## config.mk

```make
export PLATFORM = sky130hd
export DESIGN_NAME = alu_operand_stage
export DESIGN_NICKNAME = d
export VERILOG_FILES = /design/src/rtl/alu_operand_stage.sv
export SDC_FILE = /design/constraint.sdc
export NUM_CORES = 1
export LEC_CHECK = 0
export BUFFER_PORTS_ARGS = -buffer_cell sky130_fd_sc_hd__buf_2
export CAP_MARGIN = 30
export CORE_MARGIN = 2
export CORE_UTILIZATION = 49
export DETAILED_ROUTE_END_ITERATION = 16
export PLACE_DENSITY = 0.87
export SETUP_SLACK_MARGIN = 0.05
export SYNTH_ARGS = -nofsm -noshare
export SYNTH_HDL_FRONTEND = slang
export SYNTH_SLANG_ARGS = --single-unit
```

## constraint.sdc

```tcl
create_clock -name clk -period 3.82 [get_ports clk]
set_input_delay 0.191 -clock clk [delete_from_list [all_inputs] [get_ports clk]]
set_output_delay 0.191 -clock clk [all_outputs]
set_load 0.02 [all_outputs]
```

## src/rtl/alu_operand_stage.sv

```systemverilog
// alu_operand_stage: pipeline register between decode/register read and the 16-bit ALU.
// Picks forwarded operands, extends the immediate and stalls on load-use hazards.
module alu_operand_stage #(
    parameter int DATA_W = 16,
    parameter int REG_AW = 3,
    parameter int OP_W   = 3
) (
    input  logic              clk,
    input  logic              reset,
    input  logic              in_valid,
    output logic              in_ready,
    input  logic [REG_AW-1:0] rs_addr,
    input  logic [REG_AW-1:0] rt_addr,
    input  logic [REG_AW-1:0] rd_addr,
    input  logic [DATA_W-1:0] rs_data,
    input  logic [DATA_W-1:0] rt_data,
    input  logic [7:0]        imm,
    input  logic              use_imm,
    input  logic              imm_signed,
    input  logic [OP_W-1:0]   alu_op_in,
    input  logic              ex_wr_en,
    input  logic [REG_AW-1:0] ex_wr_addr,
    input  logic [DATA_W-1:0] ex_wr_data,
    input  logic              ex_is_load,
    input  logic              wb_wr_en,
    input  logic [REG_AW-1:0] wb_wr_addr,
    input  logic [DATA_W-1:0] wb_wr_data,
    input  logic              flush,
    output logic              out_valid,
    input  logic              out_ready,
    output logic [DATA_W-1:0] a,
    output logic [DATA_W-1:0] b,
    output logic [OP_W-1:0]   alu_op,
    output logic [REG_AW-1:0] rd_out
);
    localparam int IMM_W = 8;

    function automatic logic [DATA_W-1:0] forwardSel(
        input logic [REG_AW-1:0] srcAddr,
        input logic [DATA_W-1:0] rfData,
        input logic              exEn,
        input logic [REG_AW-1:0] exAddr,
        input logic [DATA_W-1:0] exData,
        input logic              exLoad,
        input logic              wbEn,
        input logic [REG_AW-1:0] wbAddr,
        input logic [DATA_W-1:0] wbData
    );
        logic [DATA_W-1:0] sel;
        if (srcAddr == {REG_AW{1'b0}}) begin
            sel = {DATA_W{1'b0}};
        end else if (exEn && !exLoad && (exAddr == srcAddr)) begin
            sel = exData;
        end else if (wbEn && (wbAddr == srcAddr)) begin
            sel = wbData;
        end else begin
            sel = rfData;
        end
        return sel;
    endfunction

    function automatic logic [DATA_W-1:0] extendImm(
        input logic [IMM_W-1:0] immRaw,
        input logic             signExt
    );
        return {{(DATA_W-IMM_W){immRaw[IMM_W-1] & signExt}}, immRaw};
    endfunction

    logic [DATA_W-1:0] fwdRs_s;
    logic [DATA_W-1:0] fwdRt_s;
    logic [DATA_W-1:0] immExt_s;
    logic [DATA_W-1:0] opB_s;
    logic              exLoadPending_s;
    logic              hazard_s;
    logic              inReady_s;
    logic              transfer_s;

    logic              outValid_r;
    logic [DATA_W-1:0] a_r;
    logic [DATA_W-1:0] b_r;
    logic [OP_W-1:0]   aluOp_r;
    logic [REG_AW-1:0] rd_r;

    // Operand selection, hazard detection and upstream ready.
    always_comb begin
        fwdRs_s  = forwardSel(rs_addr, rs_data, ex_wr_en, ex_wr_addr, ex_wr_data,
                              ex_is_load, wb_wr_en, wb_wr_addr, wb_wr_data);
        fwdRt_s  = forwardSel(rt_addr, rt_data, ex_wr_en, ex_wr_addr, ex_wr_data,
                              ex_is_load, wb_wr_en, wb_wr_addr, wb_wr_data);
        immExt_s = extendImm(imm, imm_signed);
        if (use_imm) begin
            opB_s = immExt_s;
        end else begin
            opB_s = fwdRt_s;
        end
        // rt is only a hazard source when it actually feeds operand B
        exLoadPending_s = ex_wr_en & ex_is_load & (ex_wr_addr != {REG_AW{1'b0}});
        hazard_s  = exLoadPending_s &
                    ((ex_wr_addr == rs_addr) | (!use_imm & (ex_wr_addr == rt_addr)));
        inReady_s = !flush & !hazard_s & (!outValid_r | out_ready);
        transfer_s = in_valid & inReady_s;
    end

    // Output bundle register: flush, load, consume or hold.
    always_ff @(posedge clk or posedge reset) begin
        if (reset) begin
            outValid_r <= 1'b0;
            a_r        <= {DATA_W{1'b0}};
            b_r        <= {DATA_W{1'b0}};
            aluOp_r    <= {OP_W{1'b0}};
            rd_r       <= {REG_AW{1'b0}};
        end else if (flush) begin
            outValid_r <= 1'b0;
        end else if (transfer_s) begin
            outValid_r <= 1'b1;
            a_r        <= fwdRs_s;
            b_r        <= opB_s;
            aluOp_r    <= alu_op_in;
            rd_r       <= rd_addr;
        end else if (outValid_r && out_ready) begin
            outValid_r <= 1'b0;
        end else begin
            outValid_r <= outValid_r;
        end
    end

    assign in_ready  = inReady_s;
    assign out_valid = outValid_r;
    assign a         = a_r;
    assign b         = b_r;
    assign alu_op    = aluOp_r;
    assign rd_out    = rd_r;

endmodule

```

==> results of run 1 <==
## kinds of logic after synthesis
group / Yosys count
and+or+nand+nor: 50
AOI/OAI and AO/OA: 91
xor gates and xnor gates: 12
DFF: 39
muxes: 38
buffers and inverters: 23
## path summary, 6_finish.rpt
check | end | slack, ns | cells past startpoint
min in group clk | out_valid$_DFFE_PP0P_ | 0.14 | 2
max | rd_out[2]$_DFFE_PP0P_ | 1.52 | 4
max in group asynchronous | a[8]$_DFFE_PP0P_ | 3.47 | 3
min | alu_op[1]$_DFFE_PP0P_ | 0.02 | 3
max reg2reg | rd_out[2]$_DFFE_PP0P_ | 1.52 | 4
min reg2reg | a[11]$_DFFE_PP0P_ | 0.50 | 1
## metrics by stage
step	power, mW	hold slack [ns]	instances	area [µm²]
after global placement	1.05	0.324	443	3260
final	1.30	0.0192	449	3340
after global routing	1.37	0.0651	449	3340
after CTS	1.31	0.0319	449	3340
after floorplan	0.874	0.301	253	2600
after detailed placement	1.06	0.331	443	3260
## Yosys cell counts, types with 2 or more instances
library cell  count  area share [%]
a211o_1           7             2.4
a21oi_1          30             5.8
a21oi_2           2            0.67
a221oi_1         16             5.4
buf_2             6             1.2
buf_6             4             1.7
clkbuf_1          9             1.3
dfrtp_1          39              38
mux2_2           18             7.8
mux2_4            4             2.3
mux2i_1          16             6.2
nand2_1          17             2.5
nand2b_1          2            0.48
nor2_1           17             2.5
nor3_1            2            0.39
o22a_1           15             5.1
o31ai_1          16             4.6
xnor2_1           6             2.0
xor2_1            6             2.0
## registers in the layout, indices dropped and copies added, names as in the netlist
register and count:
a 16, b 16, alu_op 3, rd_out 3, out_valid 1
## critical path: stages, from the launching register on
cell      delay [ns]
dfrtp_1         0.37
nand2b_1        0.12
nand3b_1        0.35
nor2_4          0.91
mux2_2          0.42
## report_power, final
part,internal (mW),total [mW],switching (mW)
combinational,0.221,0.510,0.289
clock,0.122,0.249,0.127
sequential,0.500,0.543,0.0435
## layer usage
metal | vias to the layer above | track usage, % | share of wire (%)
met5 | - | 0 | 0
met4 | 0 | 11.3 | 3.9
met3 | 27 | 4.94 | 6.5
met2 | 108 | 39.7 | 49
met1 | 1206 | 33.4 | 41
li1 | 1226 | - | -
## layout make-up
| class | instances | area (µm²) |
|---|---|---|
| clock buffer | 6 | 72.6 |
| fill | 441 | 1770 |
| inverter | 1 | 3.75 |
| multi-input combinational | 191 | 1480 |
| sequential | 39 | 976 |
| tap | 70 | 87.6 |
| timing repair buffer | 142 | 718 |
==> metrics, run 1 <==
status=complete, no violations; gp weighted congestion=0.926; CTS tree=built; IO Port Bufs=139; H-tree depth=2; critical path arrival=2.46 ns; Max VDD drop=271 µV; total vias in the final route=2567; global-route wire length before repair=12000 µm; FP Rows=26; most common cell after layout, fill and taps aside=buf_2; Max transition margin=32.1%; PnR worst setup slack=1.52 ns; final hold violation count=0; main combinational cell family by area after synthesis=compound AO/OA/AOI/OAI gates; Ports=140; Sum Neg Setup Slack=0 ns; fin util=65.3%; hold-fix buffer count after cts=0; clock transition at the registers of the reported paths=0.07 ns; post-CTS setup buffer count=0; detailed placer's ending HPWL=6020 µm; Post-synth EDFFs=0; proportion of layout cells with a drive suffix above 1=46.7%; critical path launch point type=flop; number of synthesis warnings=0; total congestion overflow=0; WP data required=3.98 ns; most frequent cells in the layout=buf_2 (139), dfrtp_1 (39), a21oi_1 (30); clock insertion delay at the later pin of the skew report=0.27 ns; Hold Path Class=primary input to asynchronous set/reset pin; initial antenna violation count=0; core footprint=0.00511 mm²; Post-synth ARST share=100%; CTS Buf Count=5; CTS sink cnt=39; Max Cap Viol=0; synthesis-to-layout area growth=28.4%; die width=76.8 µm; Tmin final=2.30 ns; Mapped Cells=253; post-synthesis adder-cell area fraction=0%; vias per cell=5.72; Iter 0 DRT Violations=163; Initial Util=50.9%; vias in the first global route=2445; DR pass1 iterations=6; Simple-Gate Fraction of Synth Area=10.4%; Die H=76.8 µm; RSZ-0062 raised after global routing=no; clk_skew=0.00284 ns; Fmax=0.434 GHz; Placement Setup Slack=1.25 ns; post-synthesis compound-gate area fraction=26.2%; PwrDens=390 mW/mm²; # setup viols final=0; die area=0.00590 mm²; CP Max Fanout=38; Worst-Margin Slew=1.02 ns; routed len/inst=16.8 µm; xor-xnor portion of the synthesized cell area=4.04%; Routed Antenna Nets=0; worst r2r src=out_valid$_DFFE_PP0P_; final net count=480; worst setup path class=flop to flop; root buf cell=clkbuf_8; Worst Setup End Kind=flop; DRC Markers=0; post-synthesis mux area share=16.3%; routed wire length=7540 µm; max-slew violation count=0; Syn Nets=353; number of distinct library cells after synthesis=40; Worst Setup SP=out_valid$_DFFE_PP0P_; Main synth FF type=dfrtp_1; synthesized area per cell=10.3 µm²; #FFs+latches synth=39; final clock period utilization by the worst path=60.3%; largest net degree at the start of global routing=40; GR Util All Layers=25.1%; sequential area share after synthesis=37.6%; post_cts resized=0; Cell Area, Synth=0.00260 mm²; CTS max path bufs=2; Pleak=1.66 nW; number of diodes=0
No activity file was read; power rests on OpenSTA's default activity.
==> run 2, diff against run 1 <==
CORE_UTILIZATION = 45   (was 49)
PLACE_DENSITY = 0.8   (was 0.87)
clock period = 2.2 ns   (was 3.82 ns; I/O delays follow)
==> run 2 against run 1 <==
  * Utilization is 2.7 points lower
  * Clock-buffer cell count is 1 lower
  * Wire length is 2.8% higher
  * Hold slack better by 0.029 ns
  * Register-to-register slack worse by 0.87 ns
  * Largest cell class unchanged
  * Highest routed layer unchanged
==> metrics, run 2 (synthesized netlist as in run 1, its figures left out) <==
largest net degree at the start of global routing=40 (unchanged); PwrDens=704 mW/mm² (+80%); Worst Setup SP=rs_addr[0]; hold path start=flush; Sequential Power Share=38.7% (-3.0 points); Pleak=1.73 nW (+4.4%); proportion of layout cells with a drive suffix above 1=48.3% (+1.6 points); CTS sink cnt=39 (unchanged); Die H=80.0 µm (+4.1%); Worst R2R Path Depth=5 (+1); vias in the first global route=2513 (+2.8%); critical path's slowest cell=xor2_1; gp weighted congestion=0.975 (+5.3%); final hold violation count=0 (unchanged); Max VDD drop=435 µV (+60%); Hold Path Class=primary input to flop; initial antenna violation count=0 (unchanged); core footprint=0.00554 mm² (+8.5%); Finished Cell Area=0.00347 mm² (+4.0%); most common cell after layout, fill and taps aside=buf_2; post-placement cell area=0.00335 mm² (+2.5%); Worst-Margin Slew=0.869 ns (-0.147 ns); H-tree depth=2 (unchanged); Routed Antenna Nets=0 (unchanged); CTS Buf Count=5 (unchanged); CTS tree=built; final net count=490 (+2.1%); register area=976 µm² (unchanged); routed wire length=7750 µm (+2.8%); crit path capture=a[13]$_DFFE_PP0P_; most frequent cells in the layout=buf_2 (139), dfrtp_1 (39), a21oi_1 (30); # setup viols final=0 (unchanged); max-slew violation count=0 (unchanged); die area=0.00640 mm² (+8.4%); Comb pwr share=37.2% (-1.9 points); Ports=140 (unchanged); CTS max path bufs=2 (unchanged); critical path launch point type=primary input; status=complete, no violations; Tmin final=1.55 ns; DRC Markers=0 (unchanged); IO Port Bufs=139 (unchanged); GR Util All Layers=24.3% (-0.80 points); synthesis-to-layout area growth=33.5%; routed len/inst=16.7 µm (-0.32%); worst r2r src=out_valid$_DFFE_PP0P_; Worst Setup End Kind=flop; WP data required=2.37 ns (-1.61 ns); slowest cell delay on critical path=0.37 ns (-0.54 ns); post_cts resized=0 (unchanged); detailed placer's ending HPWL=6410 µm (+6.5%); reg-to-reg slack, setup=0.65 ns (-0.87 ns); final clock period utilization by the worst path=70.6%; RSZ-0062 raised after global routing=no; DR pass1 iterations=4 (-2); worst setup path class=primary input to flop; clock network fraction of total power=24.1% (+5.0 points); vias per cell=5.54 (-3.1%); critical path arrival=1.73 ns (-0.73 ns); post-CTS setup buffer count=0 (unchanged); die width=80.0 µm (+4.1%); switching share of power=34.3% (-0.98 points); Iter 0 DRT Violations=109 (-33%); fillers=500 (+13%); FP Rows=27 (+3.8%); Max Cap Viol=0 (unchanged); sw power=0.838 mW (+82%); Max transition margin=41.8% (+9.7 points); global-route wire length before repair=12100 µm (+1.1%); clock insertion delay at the later pin of the skew report=0.29 ns (+0.02 ns); Fmax=0.643 GHz; Sum Neg Setup Slack=0 ns (unchanged); clk_skew=0.00280 ns (-0.0000437 ns); number of diodes=0 (unchanged); CP Max Fanout=17 (-55%); total vias in the final route=2564 (-0.12%); Pint=1.60 mW (+90%); clock transition at the registers of the reported paths=0.08 ns (about the same); CP Cell Sequence=buf_2 > xor2_1 > nor3_4 > o21a_4 > nor2_4 > buf_12 > mux2_2; total congestion overflow=0 (unchanged); root buf cell=clkbuf_8; Critical R2R Capture=b[10]$_DFFE_PP0P_; area of the multi-input gates=0.00148 mm² (unchanged); Initial Util=46.9% (-4.0 points)
-- run 2: cell count changes in the layout (fill, tap and decap cells not counted) --
cell           before  now
buf_4               3   11
buf_12              0    1
bufinv_16           0    1
clkbuf_1            1    0
clkinv_2            0    1
clkinv_4            0    1
dlygate4sd3_1       0    1
-- run 2: how the worst min path moves through the flow --
stage / end / slack [ns] / cells past startpoint
after floorplan: out_valid$_DFFE_PP0P_ / 0.22 / 1
after global placement: a[11]$_DFFE_PP0P_ / 0.24 / 3
after detailed placement: a[11]$_DFFE_PP0P_ / 0.25 / 3
after CTS: out_valid$_DFFE_PP0P_ / 0.04 / 2
after global routing: rd_out[0]$_DFFE_PP0P_ / 0.05 / 2
final: out_valid$_DFFE_PP0P_ / 0.05 / 2
-- run 2: layout make-up --
cell class	instances	area share, %
Multi-Input combinational cell	191	42.6
Tap cell	72	2.60
Sequential cell	39	28.1
Inverter	1	0.108
Timing Repair Buffer	152	23.3
Clock inverter	3	1.26
Clock buffer	5	1.98
-- run 2: what timing repair did --
item	4_1_cts	5_1_grt
setup endpoints to repair	0	0
hold buffers	1	0
hold endpoints to repair	39	0
-- run 2: power groups by stage --
stage / clock (mW) / combinational [mW] / sequential (mW)
5_1_grt: 0.647 / 0.973 / 0.966
6_report: 0.589 / 0.907 / 0.946
2_1_floorplan: 0 / 0.372 / 1.15
4_1_cts: 0.600 / 0.911 / 0.948
3_5_place_dp: 0 / 0.906 / 0.961
3_3_place_gp: 0 / 0.886 / 0.957
-- run 2: critical path, delay by kind of cell --
kind / cells / cell delay, ns
xor gates and xnor gates: 1 / 0.37
muxes: 1 / 0.35
buffers and inverters: 2 / 0.32
and+or+nand+nor: 2 / 0.29
AOI/OAI and AO/OA: 1 / 0.28
-- run 2: metrics by stage --
step | power [mW] | hold WS, ns | worst slack (ns) | instances | util (%)
floorplan | 1.52 | 0.220 | 0.490 | 253 | -
global placement | 1.84 | 0.242 | 0.362 | 454 | 60.4
detailed placement | 1.87 | 0.253 | 0.338 | 454 | 60.4
CTS | 2.46 | 0.0407 | 0.643 | 463 | 62.6
global route | 2.59 | 0.0490 | 0.542 | 463 | 62.6
finish | 2.44 | 0.0483 | 0.646 | 463 | 62.6
-- run 2: layer usage --
layer | GRT usage [%] | routed length, µm | up-vias
li1 | - | - | 1255
met1 | 32.7 | 3320 | 1194
met2 | 39.1 | 3740 | 95
met3 | 3.73 | 443 | 20
met4 | 10.0 | 246 | 0
met5 | 0 | 0 | -
